[src/rtl/lc3_mmio_pkg.sv]
// Shared constants and types for the LC-3 memory-mapped I/O block.
// Register addresses, status bit positions and the interrupt request record.
package lc3_mmio_pkg;

   localparam logic [15:0] ADDR_KBSR = 16'hFE00;
   localparam logic [15:0] ADDR_KBDR = 16'hFE02;
   localparam logic [15:0] ADDR_DSR  = 16'hFE04;
   localparam logic [15:0] ADDR_DDR  = 16'hFE06;
   localparam logic [15:0] ADDR_MCR  = 16'hFFFE;

   localparam int BIT_READY = 15;
   localparam int BIT_IE    = 14;
   localparam int BIT_RUN   = 15;

   typedef struct packed {
      logic [2:0] pri;
      logic [7:0] vec;
   } irq_req_t;

endpackage

[src/rtl/lc3_sync_fifo.sv]
// Single-clock FIFO; head is visible combinationally, push/pop take effect on the edge.
// Push is ignored when full and pop when empty, so callers may drive them freely.
module lc3_sync_fifo #(
   parameter int WIDTH = 8,
   parameter int DEPTH = 4
) (
   input  logic             clk,
   input  logic             rst,
   input  logic             push,
   input  logic             pop,
   input  logic [WIDTH-1:0] din,
   output logic [WIDTH-1:0] dout,
   output logic             full,
   output logic             empty
);

   localparam int AW = $clog2(DEPTH);
   localparam logic [AW:0] FULL_CNT = (AW+1)'(DEPTH);

   logic [WIDTH-1:0] mem [DEPTH];
   logic [AW-1:0]    wr_ptr;
   logic [AW-1:0]    rd_ptr;
   logic [AW:0]      count;
   logic             do_push;
   logic             do_pop;

   assign full    = (count == FULL_CNT);
   assign empty   = (count == '0);
   assign do_push = push && !full;
   assign do_pop  = pop && !empty;
   assign dout    = mem[rd_ptr];

   always_ff @(posedge clk or posedge rst) begin
      if (rst) begin
         wr_ptr <= '0;
         rd_ptr <= '0;
         count  <= '0;
      end else begin
         if (do_push) wr_ptr <= wr_ptr + AW'(1);
         if (do_pop)  rd_ptr <= rd_ptr + AW'(1);
         case ({do_push, do_pop})
            2'b10:   count <= count + (AW+1)'(1);
            2'b01:   count <= count - (AW+1)'(1);
            default: count <= count;
         endcase
      end
   end

   // Storage needs no reset: occupancy is tracked solely by count.
   always_ff @(posedge clk) begin
      if (do_push) mem[wr_ptr] <= din;
   end

endmodule

[src/rtl/lc3_mmio_ctrl.sv]
// LC-3 MMIO block: keyboard FIFO, display holding register, MCR and interrupt arbiter.
// Reads are combinational; keyboard source stalls on kbd_ready, display holds until dsp_ready.
module lc3_mmio_ctrl
   import lc3_mmio_pkg::*;
#(
   parameter int         KBD_DEPTH = 4,
   parameter logic [2:0] KBD_PRI   = 3'd4,
   parameter logic [2:0] DSP_PRI   = 3'd4,
   parameter logic [7:0] KBD_VEC   = 8'h80,
   parameter logic [7:0] DSP_VEC   = 8'h81
) (
   input  logic        clk,
   input  logic        rst,
   input  logic [15:0] addr,
   input  logic [15:0] io_wdata,
   input  logic        io_we,
   input  logic        io_re,
   output logic [15:0] io_rdata,
   input  logic        kbd_valid,
   input  logic [7:0]  kbd_data,
   output logic        kbd_ready,
   output logic        dsp_valid,
   output logic [7:0]  dsp_data,
   input  logic        dsp_ready,
   output logic        IRQ,
   output logic [2:0]  INTP,
   output logic [7:0]  INTV,
   output logic        mcr_run
);

   logic       fifo_full;
   logic       fifo_empty;
   logic [7:0] fifo_head;
   logic       kbd_pop;
   logic       kbsr_ie;
   logic       dsr_ie;
   logic       dsr_ready;
   logic       kbd_req;
   logic       dsp_req;
   irq_req_t   win;
   irq_req_t   cur;
   logic       unused_bits;

   assign unused_bits = &{1'b0, io_wdata[13:8]};

   assign kbd_ready = !fifo_full;
   assign kbd_pop   = io_re && (addr == ADDR_KBDR);

   lc3_sync_fifo #(.WIDTH(8), .DEPTH(KBD_DEPTH)) u_kbd_fifo (
      .clk   (clk),
      .rst   (rst),
      .push  (kbd_valid),
      .pop   (kbd_pop),
      .din   (kbd_data),
      .dout  (fifo_head),
      .full  (fifo_full),
      .empty (fifo_empty)
   );

   // A pending display character is exactly the not-ready state of DSR.
   assign dsr_ready = !dsp_valid;

   always_comb begin
      io_rdata = 16'h0000;
      case (addr)
         ADDR_KBSR: begin
            io_rdata[BIT_READY] = !fifo_empty;
            io_rdata[BIT_IE]    = kbsr_ie;
         end
         ADDR_KBDR: if (!fifo_empty) io_rdata = {8'h00, fifo_head};
         ADDR_DSR: begin
            io_rdata[BIT_READY] = dsr_ready;
            io_rdata[BIT_IE]    = dsr_ie;
         end
         ADDR_MCR:  io_rdata[BIT_RUN] = mcr_run;
         default:   io_rdata = 16'h0000;
      endcase
   end

   always_ff @(posedge clk or posedge rst) begin
      if (rst) begin
         kbsr_ie   <= 1'b0;
         dsr_ie    <= 1'b0;
         mcr_run   <= 1'b1;
         dsp_valid <= 1'b0;
         dsp_data  <= 8'h00;
      end else begin
         if (io_we && addr == ADDR_KBSR) kbsr_ie <= io_wdata[BIT_IE];
         if (io_we && addr == ADDR_DSR)  dsr_ie  <= io_wdata[BIT_IE];
         if (io_we && addr == ADDR_MCR)  mcr_run <= io_wdata[BIT_RUN];
         // A DDR write coinciding with completion is dropped: dsr_ready is still 0 here.
         if (io_we && addr == ADDR_DDR && dsr_ready) begin
            dsp_valid <= 1'b1;
            dsp_data  <= io_wdata[7:0];
         end else if (dsp_valid && dsp_ready) begin
            dsp_valid <= 1'b0;
         end
      end
   end

   assign kbd_req = !fifo_empty && kbsr_ie;
   assign dsp_req = dsr_ready && dsr_ie;

   always_comb begin
      win = '0;
      if (kbd_req && (!dsp_req || KBD_PRI >= DSP_PRI)) begin
         win.pri = KBD_PRI;
         win.vec = KBD_VEC;
      end else if (dsp_req) begin
         win.pri = DSP_PRI;
         win.vec = DSP_VEC;
      end
   end

   // IRQ marks every change of the registered level, including a drop to zero.
   always_ff @(posedge clk or posedge rst) begin
      if (rst) begin
         cur <= '0;
         IRQ <= 1'b0;
      end else begin
         cur <= win;
         IRQ <= (win != cur);
      end
   end

   assign INTP = cur.pri;
   assign INTV = cur.vec;

endmodule
[config.mk]
export PLATFORM = sky130hd
export DESIGN_NAME = lc3_mmio_ctrl
export DESIGN_NICKNAME = d
export VERILOG_FILES = /design/src/rtl/lc3_mmio_pkg.sv /design/src/rtl/lc3_sync_fifo.sv /design/src/rtl/lc3_mmio_ctrl.sv
export SDC_FILE = /design/constraint.sdc
export NUM_CORES = 1
export LEC_CHECK = 0
export ABC_AREA = 1
export BUFFER_PORTS_ARGS = -buffer_cell sky130_fd_sc_hd__buf_2
export CAP_MARGIN = 5
export CORE_AREA = 2 2 81 83
export CTS_CLUSTER_DIAMETER = 80
export DETAILED_ROUTE_END_ITERATION = 7
export DIE_AREA = 0 0 83 85
export MAX_ROUTING_LAYER = met4
export PLACE_DENSITY = 0.74
export SLEW_MARGIN = 20
export SYNTH_ARGS = -nofsm -noshare
export SYNTH_HDL_FRONTEND = slang
export SYNTH_HIERARCHICAL = 1
export SYNTH_SLANG_ARGS = --single-unit
[constraint.sdc]
create_clock -name clk -period 3.6 [get_ports clk]
set_input_delay 0.18 -clock clk [delete_from_list [all_inputs] [get_ports clk]]
set_output_delay 0.18 -clock clk [all_outputs]
set_load 0.005 [all_outputs]
==> flow_summary.json <==
{
  "drtAntennaViolNets": 0,
  "root_buffer": "clkbuf_8",
  "worst_slew_pin_slew_ps": 864.8,
  "mostFrequentLayoutCells": "83 x nand2_1, 64 x buf_2, 49 x inv_1, 32 x edfxtp_1",
  "rows": 29,
  "diodes": 0,
  "h-tree-depth": 2,
  "yosysTopAreaCell": "edfxtp_1",
  "dp_cells": 436,
  "grt_max_degree": 34,
  "report.final.slew_viol_count": 0,
  "cp_cell_sequence": "buf_2 > nand2_1 > inv_1 > nand2_1 > nor2_8 > and3_1 > nand2_1 > inv_1 > ha_1 > inv_1 > fa_1 > nand2_1 > nand3_1 > nand2_1 > nand2_1",
  "crit_arrival_ps": 2050,
  "clock_latency_ps": 310,
  "critPathKind": "input port to register",
  "antenna_found_initial": 0,
  "core_area_mm2": 0.006205,
  "ys_seq_elements": 54,
  "drt-vias-per-instance": 4.638,
  "peakVddDrop_mv": 0.1708,
  "grt_remaining_overflow": 0,
  "p_sw_frac": 0.2978,
  "drive_gt1_frac": 0.2527,
  "ys_warn_count": 6,
  "layout_commonest_cell": "nand2_1",
  "die_y_um": 85,
  "synthTopCellsByArea": "edfxtp_1 34%, dfrtp_1 19%, nand2_1 11%",
  "postCtsSetupBuffers": 0,
  "ys_seq_area_frac": 0.5352,
  "start_kind": "input port",
  "drc": 0,
  "slew_headroom": 0.4213,
  "cp.depth": 15,
  "yosysUniqueCellTypes": 29,
  "tns_ps": 0,
  "wl_per_cell_um": 11.46,
  "hold_class": "input port to register",
  "grt_pass1_vias": 1888,
  "comb_power_share": 0.211,
  "clk_pin_slew_ps": 90,
  "grt_pass1_wl_um": 8307,
  "critical_path.startpoint": "addr[13]",
  "syn2layout_area_growth_pct": 13.86,
  "via_count": 2064,
  "r2r_slack_ps": 1790,
  "syn_area_mm2": 0.002826,
  "critPathCaptureType": "register",
  "start_util": 0.4555,
  "cts_tree": "yes",
  "r2r_end": "u_kbd_fifo/count[2]",
  "finalHoldViolations": 0,
  "fin_skew_ps": 11.13,
  "dieWidth_um": 83,
  "pre_cts_ws_ps": 1428,
  "track_usage": 0.1531,
  "syn_inst": 302,
  "die_area_mm2": 0.007055,
  "numCtsBuffers": 5,
  "cts_sinks": 54,
  "outcome": "complete, no violations",
  "cts_buffer_depth": 2,
  "p_leak_uw": 0.001759,
  "nNetsFinal": 419,
  "r2r_cells": 10,
  "p_sw_uw": 426.7,
  "seqPwrFrac": 0.559,
  "max_freq_mhz": 538.6,
  "fin_crit_ps": 1857,
  "p_clk_frac": 0.230,
  "ioPinCount": 85,
  "routed_wl_um": 5099,
  "powerDensity_mw_per_mm2": 445.2,
  "fin_ws_ps": 1743,
  "reg2reg_from": "u_kbd_fifo/count[0]",
  "worstPathBufferInverterCount": 4,
  "dr.pass1.iters": 4,
  "first_iter_violations": 52,
  "cp_common_cell": "nand2_1",
  "syn_avg_cell_area_um2": 9.359,
  "timing.final.crit_share": 0.5158,
  "drv_cap": 0,
  "crit_end": "u_kbd_fifo/count[2]",
  "rsz0062_at_grt": "no",
  "dp_hpwl_um": 3891,
  "yosys.area.top_type_share": 0.3400,
  "finalNonFillerCells": 445,
  "cp_slowest_stage_delay_ps": 370,
  "setup_viol": 0,
  "crit_path_top_delay_cell": "fa_1",
  "numPortBuffers": 64,
  "cp_max_fo": 19,
  "critPathRequiredTime_ps": 3790,
  "p_int_uw": 1006,
  "cp_top_family": "simple AND/OR/NAND/NOR gates",
  "place.gp.congestion": 0.8603
}
## metal layers
metal,global-route usage,vias to the layer above,part of all wire
met1,0.1685,931,0.41
met2,0.2757,69,0.53
met3,0.03891,6,0.055
met4,0.04322,0,0.013
li1,-,1058,-
met5,-,-,0
## worst reg2reg max path: cells and delay by family (launching register included)
kind | cells | cell delay [ps]
adder cells (fa/ha/maj) | 2 | 550
buffers and inverters | 2 | 220
flip-flops | 1 | 400
AND/OR/NAND/NOR | 6 | 560
## final cells by class
class	count	area (um2)
clock buffers	7	77.57
clock inverters	1	6.256
fillers	591	2987
inverters	55	206.4
multi-input cells	186	988.4
flip-flops and latches	54	1513
well taps	77	96.34
repair buffers	65	330.3
## stage by stage
stage | hold slack [ps] | util | cell area, um2 | total power [uW]
global route | 8.761 | 0.5187 | 3218 | 1530
detailed placement | 155.7 | 0.5035 | 3124 | 1121
finish | 22.31 | 0.5187 | 3218 | 1433
global placement | 152.2 | 0.5035 | 3124 | 1104
floorplan | -16.60 | - | 2875 | 1032
CTS | 16.09 | 0.5187 | 3218 | 1452
## sequential cells by signal, summed over array words and instances (netlist names)
name / count
kbsr_ie: 1
u_kbd_fifo/mem: 32
u_kbd_fifo/count: 3
INTV: 2
mcr_run: 1
u_kbd_fifo/rd_ptr: 2
dsr_ie: 1
dsp_data: 8
u_kbd_fifo/wr_ptr: 2
dsp_valid: 1
IRQ: 1
## power groups by stage
stage / clock network (uW) / registers, uW / logic, uW
2_1_floorplan: 0 / 805 / 227
3_3_place_gp: 0 / 810 / 293
3_5_place_dp: 0 / 816 / 305
4_1_cts: 342 / 802 / 308
5_1_grt: 372 / 808 / 350
6_report: 330 / 801 / 302
## cell families after synthesis
group | share of synthesized area
compound gates | 0.04737
xor+xnor | 0.009298
fa+ha+maj | 0.02922
buf+inv | 0.1324
flops | 0.5352
other cells | 0.001327
simple gates | 0.2452
## synthesized netlist by cell type, drive strengths merged
library cell / instances
xor2: 1
edfxtp: 32
nor2: 28
ha: 5
o21ai: 2
fa: 1
xnor2: 2
nand4: 4
inv: 55
nand2: 86
dfstp: 1
clkbuf: 1
nand3: 26
buf: 19
conb: 1
and3: 1
o211ai: 16
dfrtp: 21
## what timing repair did
item / in CTS / in global routing
resized for setup: 0 / 0
hold endpoints to repair: 21 / 0
hold buffers: 1 / 0
## worst min path at each step
| stage | startpoint | end | slack (ps) | cells past startpoint |
|---|---|---|---|---|
| 6_report | dsp_ready | dsp_valid | 20 | 2 |
| 5_1_grt | dsp_ready | dsp_valid | 9 | 2 |
| 4_1_cts | dsp_ready | dsp_valid | 20 | 2 |
| 3_5_place_dp | rst | u_kbd_fifo/rd_ptr[0] | 160 | 2 |
| 3_3_place_gp | rst | u_kbd_fifo/rd_ptr[0] | 150 | 2 |
| 2_1_floorplan | rst | u_kbd_fifo/count[0] | -20 | 1 |
Note: power is estimated with default switching activity, not from simulation.
